File: src/rtl/fir_input_arbiter_if.sv
// Bus bundle between the per-channel deserializers, the input arbiter and the
// shared FIR core. The arbiter connects through the slave modport; the
// surrounding logic (deserializers + FIR) drives through the master modport.
// Optional macro FIR_ARB_OVERRUN_EN adds the sticky per-channel overrun flags.
interface fir_input_arbiter_if #(
  parameter int NCH    = 4,
  parameter int LENGTH = 24,
  parameter int CHW    = 2
);

  logic [NCH*LENGTH-1:0] iv_din;
  logic [NCH-1:0]        iv_din_valid;
  logic [NCH-1:0]        ov_ready;
  logic                  i_fir_ready;
  logic [LENGTH-1:0]     ov_fir_dout;
  logic                  o_fir_dout_valid;
  logic [CHW-1:0]        ov_fir_ch;
`ifdef FIR_ARB_OVERRUN_EN
  logic [NCH-1:0]        ov_overrun;
`endif

`ifdef FIR_ARB_OVERRUN_EN
  modport slave (
    input  iv_din, iv_din_valid, i_fir_ready,
    output ov_ready, ov_fir_dout, o_fir_dout_valid, ov_fir_ch, ov_overrun
  );

  modport master (
    output iv_din, iv_din_valid, i_fir_ready,
    input  ov_ready, ov_fir_dout, o_fir_dout_valid, ov_fir_ch, ov_overrun
  );
`else
  modport slave (
    input  iv_din, iv_din_valid, i_fir_ready,
    output ov_ready, ov_fir_dout, o_fir_dout_valid, ov_fir_ch
  );

  modport master (
    output iv_din, iv_din_valid, i_fir_ready,
    input  ov_ready, ov_fir_dout, o_fir_dout_valid, ov_fir_ch
  );
`endif

endinterface

File: src/rtl/fir_input_arbiter.sv
// fir_input_arbiter: shares one FIR input port between NCH deserializer
// channels. Each channel owns a one-entry holding slot filled by a valid/ready
// handshake; a two-state round-robin FSM issues held samples to the FIR one at
// a time, tagged with the source channel, and holds them under backpressure.
// Optional macro FIR_ARB_OVERRUN_EN adds sticky per-channel overrun flags that
// record samples offered while the channel's slot was still occupied.
module fir_input_arbiter #(
  parameter int NCH    = 4,
  parameter int LENGTH = 24,
  parameter int CHW    = 2
) (
  input  logic               i_clk,
  input  logic               i_rst,
  input  logic               i_en,
  fir_input_arbiter_if.slave bus
);

  typedef enum logic {
    IDLE  = 1'b0,
    ISSUE = 1'b1
  } state_t;

  state_t            state;
  logic [NCH-1:0]    slot_full;
  logic [LENGTH-1:0] slot_data [NCH];
  logic [CHW-1:0]    ptr;
  logic [LENGTH-1:0] fir_dout;
  logic              fir_valid;
  logic [CHW-1:0]    fir_ch;

  logic [NCH-1:0]    capture;
  logic [NCH-1:0]    release_mask;
  logic              transfer;
  logic              grant_found;
  logic [CHW-1:0]    grant;
  logic [CHW:0]      idx;
  logic [CHW-1:0]    next_ptr;

  // A channel may deposit only into an empty slot; the ready it sees is the
  // registered empty flag, so the offer path never loops back combinationally.
  assign capture = {NCH{i_en}} & bus.iv_din_valid & ~slot_full;

  // The FIR accepts the held sample only while enabled and in ISSUE.
  assign transfer = i_en & (state == ISSUE) & bus.i_fir_ready;

  // Pointer moves to the channel after the one just served, wrapping at NCH
  // (NCH need not be a power of two, so the wrap is explicit).
  assign next_ptr = (fir_ch == CHW'(NCH - 1)) ? '0 : fir_ch + CHW'(1);

  // One-hot mask of the slot emptied by this cycle's transfer.
  always_comb begin
    release_mask = '0;
    if (transfer) begin
      release_mask[fir_ch] = 1'b1;
    end
  end

  // Round-robin search: first full slot at ptr, ptr+1, ... modulo NCH.
  always_comb begin
    grant_found = 1'b0;
    grant       = '0;
    idx         = '0;
    for (int k = 0; k < NCH; k++) begin
      idx = {1'b0, ptr} + (CHW + 1)'(k);
      if (idx >= (CHW + 1)'(NCH)) begin
        idx = idx - (CHW + 1)'(NCH);
      end
      if (!grant_found && slot_full[idx[CHW-1:0]]) begin
        grant_found = 1'b1;
        grant       = idx[CHW-1:0];
      end
    end
  end

  // Holding slots: independent per-channel capture, emptied only by transfer.
  // Slot data is left in place after a transfer; only the full flag clears.
  always_ff @(posedge i_clk) begin
    if (i_rst) begin
      slot_full <= '0;
      for (int k = 0; k < NCH; k++) begin
        slot_data[k] <= '0;
      end
    end else if (i_en) begin
      slot_full <= (slot_full | capture) & ~release_mask;
      for (int k = 0; k < NCH; k++) begin
        if (capture[k]) begin
          slot_data[k] <= bus.iv_din[k*LENGTH +: LENGTH];
        end
      end
    end
  end

  // Issue FSM: IDLE registers the granted sample onto the FIR port, ISSUE
  // holds it stable until the FIR takes it, then advances the pointer.
  always_ff @(posedge i_clk) begin
    if (i_rst) begin
      state     <= IDLE;
      ptr       <= '0;
      fir_dout  <= '0;
      fir_valid <= 1'b0;
      fir_ch    <= '0;
    end else if (i_en) begin
      case (state)
        IDLE: begin
          if (grant_found) begin
            fir_dout  <= slot_data[grant];
            fir_ch    <= grant;
            fir_valid <= 1'b1;
            state     <= ISSUE;
          end else begin
            fir_valid <= 1'b0;
          end
        end
        ISSUE: begin
          if (bus.i_fir_ready) begin
            fir_valid <= 1'b0;
            ptr       <= next_ptr;
            state     <= IDLE;
          end
        end
      endcase
    end
  end

`ifdef FIR_ARB_OVERRUN_EN
  logic [NCH-1:0] overrun;

  // Sticky record of samples offered to an occupied slot (those are dropped).
  always_ff @(posedge i_clk) begin
    if (i_rst) begin
      overrun <= '0;
    end else if (i_en) begin
      overrun <= overrun | (bus.iv_din_valid & slot_full);
    end
  end

  assign bus.ov_overrun = overrun;
`endif

  assign bus.ov_ready         = ~slot_full & {NCH{~i_rst}};
  assign bus.ov_fir_dout      = fir_dout;
  assign bus.o_fir_dout_valid = fir_valid;
  assign bus.ov_fir_ch        = fir_ch;

endmodule

File: src/flat_wrapper.sv
// flat-port wrapper written by rule: the top's interface ports become plain ports
module fir_input_arbiter_flat 
#(
  parameter int NCH    = 4,
  parameter int LENGTH = 24,
  parameter int CHW    = 2
)
  (i_clk, i_rst, i_en, bus_iv_din, bus_iv_din_valid, bus_i_fir_ready, bus_ov_ready, bus_ov_fir_dout, bus_o_fir_dout_valid, bus_ov_fir_ch);
  fir_input_arbiter_if #(.NCH(NCH), .LENGTH(LENGTH), .CHW(CHW)) bus_i ();
  input  logic i_clk;
  input  logic i_rst;
  input  logic i_en;
  input wire logic [$bits(bus_i.iv_din)-1:0] bus_iv_din;
  input wire logic [$bits(bus_i.iv_din_valid)-1:0] bus_iv_din_valid;
  input wire logic [$bits(bus_i.i_fir_ready)-1:0] bus_i_fir_ready;
  output wire logic [$bits(bus_i.ov_ready)-1:0] bus_ov_ready;
  output wire logic [$bits(bus_i.ov_fir_dout)-1:0] bus_ov_fir_dout;
  output wire logic [$bits(bus_i.o_fir_dout_valid)-1:0] bus_o_fir_dout_valid;
  output wire logic [$bits(bus_i.ov_fir_ch)-1:0] bus_ov_fir_ch;
  assign bus_i.iv_din = bus_iv_din;
  assign bus_i.iv_din_valid = bus_iv_din_valid;
  assign bus_i.i_fir_ready = bus_i_fir_ready;
  assign bus_ov_ready = bus_i.ov_ready;
  assign bus_ov_fir_dout = bus_i.ov_fir_dout;
  assign bus_o_fir_dout_valid = bus_i.o_fir_dout_valid;
  assign bus_ov_fir_ch = bus_i.ov_fir_ch;
  fir_input_arbiter #(.NCH(NCH), .LENGTH(LENGTH), .CHW(CHW)) u_core (.i_clk(i_clk), .i_rst(i_rst), .i_en(i_en), .bus(bus_i));
endmodule
File: config.mk
export PLATFORM = sky130hd
export DESIGN_NAME = fir_input_arbiter_flat
export DESIGN_NICKNAME = d
export VERILOG_FILES = /design/src/rtl/fir_input_arbiter_if.sv /design/src/rtl/fir_input_arbiter.sv /design/src/flat_wrapper.sv
export SDC_FILE = /design/constraint.sdc
export NUM_CORES = 1
export LEC_CHECK = 0
export BUFFER_PORTS_ARGS = -buffer_cell sky130_fd_sc_hd__buf_2
export CELL_PAD_IN_SITES_DETAIL_PLACEMENT = 1
export CELL_PAD_IN_SITES_GLOBAL_PLACEMENT = 1
export CORE_MARGIN = 8
export CORE_UTILIZATION = 43
export CTS_BUF_LIST = sky130_fd_sc_hd__clkbuf_16
export DETAILED_ROUTE_END_ITERATION = 12
export MAX_ROUTING_LAYER = met4
export PLACE_DENSITY = 0.8
export RECOVER_POWER = 50
export SLEW_MARGIN = 20
export SYNTH_ARGS = -nofsm -noshare
export SYNTH_HDL_FRONTEND = slang
export SYNTH_SLANG_ARGS = --single-unit
export TNS_END_PERCENT = 10
File: constraint.sdc
create_clock -name i_clk -period 2.5 [get_ports i_clk]
set_clock_uncertainty 0.2 [all_clocks]
set_input_delay 0.5 -clock i_clk [delete_from_list [all_inputs] [get_ports i_clk]]
set_output_delay 0.5 -clock i_clk [all_outputs]
set_load 0.01 [all_outputs]
**Word-level counts from Yosys, hierarchy flattened**

Memory sizes are Yosys's and may differ from the RTL's. A register that Yosys moved wholly into a read port is not among the register bits.
Index checks and enable logic that the tools add are counted.
W data, S select, Z words.

- Bits in registers: 10
- Memory bits (writable): 96
- Bits of input ports: 104
- Output and inout port bits: 31
- Word-level logic and storage cells: 102
- Memories: 1

- Add/subtract/negate cells: 8
- Magnitude comparators: 10
- Eq/ne operators: 2
- Multiplexer cells: 51
- Bitwise logic cells: 15
- Reduce and logical (&&, ||, !) cells: 10

Memories:

| name | depth | width | rd ports | clocked after memory_dff | wr ports | RTL line | RTL |
|---|---|---|---|---|---|---|---|
| u_core.slot_data | 4 | 24 | 1 | 1 | 4 | fir_input_arbiter.sv:25 | `logic [LENGTH-1:0] slot_data [NCH];` |

Operators with widths:

| kind | count |
|---|---|
| $mux W24 | 4 |
| $mux W1 | 30 |
| $mux W2 | 9 |
| $and A4 B4 Y4 | 4 |
| $lt A2 B3 Y1 const B | 5 |
| $ge A3 B3 Y1 const B | 3 |
| $bmux W1 S2 | 4 |
| $not A4 Y4 | 2 |
| $sub A2 B1 Y2 const B | 4 |
| $add A2 B2 Y3 const B | 2 |
| $reduce_and A3 Y1 | 2 |
| $logic_and A1 B1 Y1 | 4 |
| $mux W4 | 1 |
| $or A1 B1 Y1 | 4 |
| $or A4 B4 Y4 | 1 |
| $pmux W1 S2 | 2 |
| $add A2 B1 Y3 const B | 1 |
| $ge A2 B3 Y1 const B | 1 |
| $logic_not A1 Y1 | 3 |
| $add A2 B1 Y2 const B | 1 |
| $and A1 B1 Y1 | 2 |
| $demux W1 S2 | 1 |
| $eq A2 B2 Y1 const B | 1 |
| $ge A2 B1 Y1 const B | 1 |
| 3 further kinds | 4 |

**Logic depth before layout (Yosys ltp)**

Gate-level depths: netlist of the first run.

- Depth after elaboration: 16
- Depth in mapped cells: 8
- Depth with buffers taken out: 5

**Worst setup path after synthesis of the first run**

Ideal clock, no wire load.

- Kind: input to output
- Start point: input port i_rst
- End point: output port bus_ov_ready[0]
- Data arrival time: 1.165 ns
- Path slack: 0.635 ns
- Stages on the path: 3
- Path buffers: 2
- Path through: clkbuf_1 -> buf_1 -> nor2_1

- Longest elaborated chain between the ends: 2

RTL lines:

| item | RTL line | RTL |
|---|---|---|
| start: declaration | flat_wrapper.sv:11 | `input logic i_rst;` |
| $not A1 Y1 | fir_input_arbiter.sv:140 | `assign bus.ov_ready = ~slot_full & {NCH{~i_rst}};` |
| $and A4 B4 Y4 | fir_input_arbiter.sv:140 |  |
| end: declaration | flat_wrapper.sv:16 | `output wire logic [$bits(bus_i.ov_ready)-1:0] bus_ov_ready;` |

Every way passes these cells.

**Worst setup path after layout of the first run**

- Start point: register u_core.slot_full[1]
- End point: register u_core.fir_dout[14], in the netlist u_core.bus.ov_fir_dout[14] (read register of u_core.slot_data)

- Longest elaborated chain between the ends: 13
- Elaborated cells on any way between the ends: 23
- Those cells by class: mux (16); reduce/logical (7)

RTL lines:

| item | RTL line | RTL |
|---|---|---|
| start: declaration | fir_input_arbiter.sv:24 | `logic [NCH-1:0] slot_full;` |
| start signal: assignment | fir_input_arbiter.sv:84 | `slot_full <= (slot_full \| capture) & ~release_mask;` |
| $bmux W1 S2 | fir_input_arbiter.sv:68 | `if (!grant_found && slot_full[idx[CHW-1:0]]) begin` |
| $mux W1 (implied by the code) | fir_input_arbiter.sv:68 |  |
| $mux W1 | fir_input_arbiter.sv:68 |  |
| $logic_not A1 Y1 | fir_input_arbiter.sv:68 |  |
| $logic_and A1 B1 Y1 | fir_input_arbiter.sv:68 |  |
| $mux W1 | fir_input_arbiter.sv:68 |  |
| $logic_not A1 Y1 | fir_input_arbiter.sv:68 |  |
| $logic_and A1 B1 Y1 | fir_input_arbiter.sv:68 |  |
| $mux W1 | fir_input_arbiter.sv:68 |  |
| $logic_not A1 Y1 | fir_input_arbiter.sv:68 |  |
| $logic_and A1 B1 Y1 | fir_input_arbiter.sv:68 |  |
| $mux W1 | fir_input_arbiter.sv:68 |  |
| $reduce_and A3 Y1 (no line) | -- |  |
| end: declaration | fir_input_arbiter.sv:27 | `logic [LENGTH-1:0] fir_dout;` |

Parallel ways exist; a longest one is shown, timed or not. The select of a mux whose other input is x is not followed.
A chain may end at the register's enable or synchronous reset.

==> results of run 1 <==
cells by family (layout without fill, tap and decap cells):
logic type / count (synthesis) / count (layout) / synth area share, %
muxes: 50 / 50 / 8.84
DFF: 130 / 130 / 62.9
AOI/OAI and AO/OA: 49 / 49 / 9.48
and+or+nand+nor: 145 / 145 / 14.4
buffers and inverters: 33 / 186 / 3.51
adders and majority gates: 4 / 4 / 0.884
final cells by class:
class                   instances  area, um2  area share [%]
clock buffers                  17        425            6.03
repair buffers                146        742            10.5
multi-input cells             248       1940            27.5
clock inverters                15        129            1.83
flip-flops and latches        130       3560            50.6
well taps                     176        220            3.12
inverters                       8       30.0           0.426
report_power, final:
part	leakage [nW]	switching (mW)	internal [mW]	total, mW
clock	0.273	0.879	1.44	2.32
combinational	1.17	0.326	0.229	0.554
sequential	1.30	0.0657	2.46	2.53
total	2.74	1.27	4.13	5.40
registers in the layout (all words and copies together) (netlist names):
register and count:
u_core.slot_data 96, u_core.bus.ov_fir_dout 24, u_core.slot_full 4, u_core.bus.ov_fir_ch 2, u_core.ptr 2, u_core.bus.o_fir_dout_valid 1, u_core.state 1
through the flow:
stage | util, % | worst slack [ns] | area (um2) | cells | power (mW)
floorplan | - | 0.635 | 5660 | 411 | 2.89
global placement | 50.1 | 0.120 | 6530 | 708 | 3.12
finish | 54.1 | 0.290 | 7050 | 740 | 5.40
detailed placement | 50.1 | 0.0130 | 6530 | 708 | 3.14
global route | 54.1 | 0.173 | 7050 | 740 | 5.60
CTS | 54.4 | 0.0819 | 7090 | 740 | 5.46
routing by layer:
layer	wire length, um	track usage (%)
met1	6510	23.6
met2	7260	28.3
met3	617	3.49
met4	272	7.70
met5	0	-
cells in the mapped netlist (all sizes together):
cell	n	area, um2
a211oi	4	30.0
a21oi	10	53.8
a221o	1	10.0
a22oi	2	20.0
a31o	4	35.0
and2	96	601
buf	15	131
clkbuf	10	37.5
dfxtp	34	681
edfxtp	96	2880
ha	4	50.1
inv	8	30.0
mux2i	50	500
nand2	28	108
nand2b	3	18.8
nor2	12	45.0
nor2b	2	12.5
nor3b	4	30.0
o21ai	2	10.0
o221ai	25	350
o41ai	1	27.5
worst paths after layout:
kind,startpoint,endpoint,cells past startpoint
max reg2reg,u_core.slot_full[1],u_core.bus.ov_fir_dout[14],6
min,bus_iv_din[82],u_core.slot_data[3][10],2
max,u_core.slot_full[1],u_core.bus.ov_fir_dout[14],6
min reg2reg,u_core.bus.ov_fir_dout[22],u_core.bus.ov_fir_dout[22],2
placed cells by master, fill, tap and decap left out, types with 4 or more instances in the layout:
master,Yosys,final
a211oi_1,4,4
a21oi_1,9,9
a31o_2,4,4
and2_0,0,38
and2_1,96,58
buf_2,7,109
buf_4,1,6
clkbuf_1,10,27
clkbuf_16,0,17
clkinv_2,0,4
clkinvlp_4,0,4
dfxtp_1,34,34
edfxtp_1,96,96
ha_1,4,4
inv_1,7,11
mux2i_1,50,50
nand2_1,27,27
nor2_1,12,12
o221ai_1,4,4
o221ai_2,21,21
repair_timing:
action                                 4_1_cts  5_1_grt
endpoints found under the hold margin        0        0
setup endpoints to repair                    0       24
hold buffers                                 0        0
gates resized for setup                      0        1
==> impl_metrics.tcl, run 1 <==
set metrics [dict create \
    grtUsageTotal_pct 18.4 \
    gp_congestion 0.836 \
    die_h_um 131 \
    start_util_pct 43.5 \
    htreeDepth 4 \
    cp.arrival_ns 2.28 \
    grt_pass1_wl_um 22300 \
    cp_cell_sequence "inv_1, a221o_1, a22oi_2, nand2b_1, buf_4, o221ai_1" \
    pin_count 135 \
    tightest_slew_ns 0.985 \
    reg2reg_slack_ns 0.29 \
    clockBufferDepth 2 \
    yosysSeqAreaShare_pct 62.9 \
    via_per_inst 4.97 \
    drt_iter0_markers 227 \
    cp_slowest_cell "dfxtp_1" \
    post_drt_wl_per_cell_um 19.8 \
    hold_viol 0 \
    cp-start-kind "register" \
    min_period_ns 2.21 \
    cts_root_buf "clkbuf_16" \
    slew_headroom_pct 34.3 \
    firstDrtPassIters 4 \
    required_ns 2.57 \
    rsz0062_at_grt "false" \
    power_leakage_nw 2.74 \
    status "finished clean" \
    cp-end-kind "register" \
    synth_cell_types 31 \
    fin_tns_setup_ns 0 \
    wirelength_um 14700 \
    slew_violations 0 \
    cp_max_fo 24 \
    maxCapViolCount 0 \
    crit_type "reg2reg" \
    power_density_nw_per_um2 766 \
    final-setup-viol-count 0 \
    holdWs_ns 0.166 \
    cts_setup_buffers 0 \
    clock_sinks 130 \
    grt_pass1_vias 4075 \
    cts_tree "yes" \
    core_area_um2 13000 \
    clk_latency_ns 0.41 \
    nFillCells 1395 \
    cts_buffers 17 \
    grt-ovfl-total 0 \
    critical-path-top-delay-family "compound AO/OA/AOI/OAI gates" \
    io_buffers 134 \
    area_delta_synth_final_pct 24.5 \
    ys_warn_count 0 \
    drc 0 \
    ys_seq_elements 130 \
    antenna_found_initial 0 \
    synth_cells 411 \
    grt_start_max_net_pins 26 \
    period_share_pct 88.4 \
    die_w_um 131 \
    core.rowCount 42 \
    ant_nets 0 \
    path_clk_slew_ns 0.06 \
    drive_gt1_share_pct 31.6 \
    avgSynthCellArea_um2 13.8 \
    route.vias.total 3678 \
    ir_worst_vdd_mv 0.372 \
    worst_path_largest_cell_delay_ns 0.47 \
    dpl.hpwl_um 10900 \
    nets 659 \
    diodes 0 \
    syn_area_um2 5660 \
    min_path_type "in2reg" \
    max_freq_mhz 452 \
    crit_buf_inv 2 \
    die-area_um2 17100 \
    synth_fp_nets 519 \
]
(Power assumes the default switching activity.)
==> run 2: changes to the inputs <==
--- a/config.mk
+++ b/config.mk
@@ -5,11 +5,12 @@
 export SDC_FILE = /design/constraint.sdc
 export NUM_CORES = 1
 export LEC_CHECK = 0
+export ABC_AREA = 1
 export BUFFER_PORTS_ARGS = -buffer_cell sky130_fd_sc_hd__buf_2
 export CELL_PAD_IN_SITES_DETAIL_PLACEMENT = 1
 export CELL_PAD_IN_SITES_GLOBAL_PLACEMENT = 1
 export CORE_MARGIN = 8
-export CORE_UTILIZATION = 43
+export CORE_UTILIZATION = 40
 export CTS_BUF_LIST = sky130_fd_sc_hd__clkbuf_16
 export DETAILED_ROUTE_END_ITERATION = 12
 export MAX_ROUTING_LAYER = met4
==> impl_metrics.tcl, run 2 <==
set metrics [dict create \
    status "finished clean" \
    die_w_um 145 \
    htreeDepth 4 \
    final-setup-viol-count 0 \
    die-area_um2 21000 \
    p_sw_mw 1.98 \
    wirelength_um 20100 \
    nFillCells 2063 \
    start_util_pct 40.5 \
    period_share_pct 93.5 \
    cts_setup_buffers 0 \
    pwr-share-comb_pct 23.5 \
    route.vias.total 5834 \
    p_int_mw 4.44 \
    clk_latency_ns 0.42 \
    maxCapViolCount 0 \
    synth-edff-count 96 \
    synth.top_cells.by_count "228 x inv_1, 152 x nor2_1, 114 x nand2_1" \
    ant_nets 0 \
    drt_iter0_markers 346 \
    pwr-share-clk_pct 35.7 \
    synth_cells 839 \
    place_area_um2 7550 \
    path_clk_slew_ns 0.06 \
    p_seq_share_pct 40.8 \
    final_common_cell "inv_1" \
    drc 0 \
    power_density_nw_per_um2 795 \
    dp.cells 1169 \
    antenna_found_initial 0 \
    syn_area_um2 6650 \
    rsz0062_at_grt "false" \
    post_drt_wl_per_cell_um 16.7 \
    drive_gt1_share_pct 18.7 \
    switching_share_pct 30.8 \
    cts_buffers 17 \
    max_freq_mhz 428 \
    clock_sinks 130 \
    largest_reg_flops 96 \
    required_ns 2.61 \
    grt_pass1_wl_um 31300 \
    grt_start_max_net_pins 51 \
    die_h_um 145 \
    via_per_inst 4.86 \
    gp_congestion 0.865 \
    synth_fp_nets 947 \
    yosysSeqAreaShare_pct 53.6 \
    cts_tree "yes" \
    synth_ff_type "edfxtp_1" \
    hold_buffers 0 \
    final_cell_mix "233 x inv_1, 152 x nor2_1, 133 x buf_2" \
    grt-ovfl-total 0 \
    ys_warn_count 0 \
    final_area_um2 8080 \
    nets 1076 \
    avgSynthCellArea_um2 7.92 \
    ys_async_sr_fraction_pct 0 \
    min_period_ns 2.34 \
    regMostFlops "u_core.slot_data" \
    cp-end-kind "register" \
    cts_resized 2 \
    io_buffers 134 \
    min_path_type "in2reg" \
    cp_max_fo 21 \
    grt_pass1_vias 6193 \
    core.rowCount 47 \
    final_cells 1201 \
    synth_area_leaders "edfxtp_1 43%, inv_1 13%, dfxtp_1 10%" \
    core_area_um2 16400 \
    cts_root_buf "clkbuf_16" \
    power_leakage_nw 4.29 \
    ir_worst_vdd_mv 0.572 \
    slew_violations 0 \
    cp-start-kind "register" \
    pin_count 135 \
    grtUsageTotal_pct 20.3 \
    area_delta_synth_final_pct 21.5 \
    tightest_slew_ns 1.12 \
    yosysMostFrequentCell "inv_1" \
    yosysTopAreaCellShare_pct 43.4 \
    dpl.hpwl_um 14100 \
    synth_cell_types 23 \
    fin_tns_setup_ns 0 \
    hold_viol 0 \
    crit_type "reg2reg" \
    clockBufferDepth 2 \
    synth_top_area_cell "edfxtp_1" \
    cp.arrival_ns 2.45 \
    firstDrtPassIters 4 \
    slew_headroom_pct 25.1 \
    ys_seq_elements 130 \
    diodes 0 \
]
run 2: changes by cell type after synthesis, moves of 7 or more:
cell / change
mux2i_1: -50
inv_1: +221
nand3_1: +87
nand4_1: +49
and2_1: -96
nand2_1: +87
nor2_1: +140
buf_2: +7
clkbuf_1: +11
o221ai_2: -21
run 2: layer usage:
metal	routed length, um	track usage [%]	up-vias
li1	-	-	2839
met1	7950	22.2	2778
met2	10700	35.7	177
met3	865	3.41	40
met4	605	8.65	0
met5	0	-	-
run 2: worst max-delay path: stages (launching register included):
cell and delay, ns:
dfxtp_2 0.46, inv_4 0.10, nand2_1 0.07, nand2_1 0.11, nand2_1 0.11, nand2_1 0.09
nor2_4 0.16, nand3_1 0.13, nand3_1 0.10, nand2_2 0.12, buf_6 0.20, nand3_1 0.16
nand3_1 0.10, nand2_1 0.08, inv_1 0.04
run 2: worst paths after layout:
check,from,to,slack [ns],cells past startpoint
max reg2reg,u_core.ptr[0],u_core.bus.ov_fir_dout[5],0.16,14
min reg2reg,u_core.state,u_core.state,0.31,2
max,u_core.ptr[0],u_core.bus.ov_fir_dout[5],0.16,14
min,bus_iv_din[53],u_core.slot_data[2][5],0.18,3
run 2: power groups by stage:
stage	clock network, mW	registers (mW)	logic [mW]
finish	2.29	2.62	1.51
global route	2.40	2.64	1.68
CTS	2.32	2.62	1.53
detailed placement	0	2.66	1.49
global placement	0	2.65	1.44
floorplan	0	2.66	0.937
run 2: stage by stage:
step	worst slack [ns]	util [%]	hold WS [ns]	total power, mW
floorplan	0.493	-	0.270	3.60
global placement	0.134	46.0	0.285	4.09
detailed placement	0.00100	46.0	0.303	4.14
CTS	0.0911	49.3	0.165	6.46
global route	0.00648	49.2	0.178	6.72
finish	0.162	49.2	0.177	6.42
run 2: layout make-up:
class	count	area (um2)	area share, %
Sequential cell	130	3560	44.1
Multi-Input combinational cell	434	1980	24.5
Inverter	232	878	10.9
Timing Repair Buffer	153	846	10.5
Clock buffer	17	425	5.27
Tap cell	220	275	3.41
Clock inverter	15	110	1.36
run 2: kinds of logic after synthesis:
| kind of cell | count (synthesis) | share of synthesized area (%) |
|---|---|---|
| and+or+nand+nor | 410 | 27.3 |
| buffers and inverters | 275 | 16.6 |
| adders and majority gates | 4 | 0.753 |
| DFF | 130 | 53.6 |
| AOI/OAI and AO/OA | 20 | 1.69 |
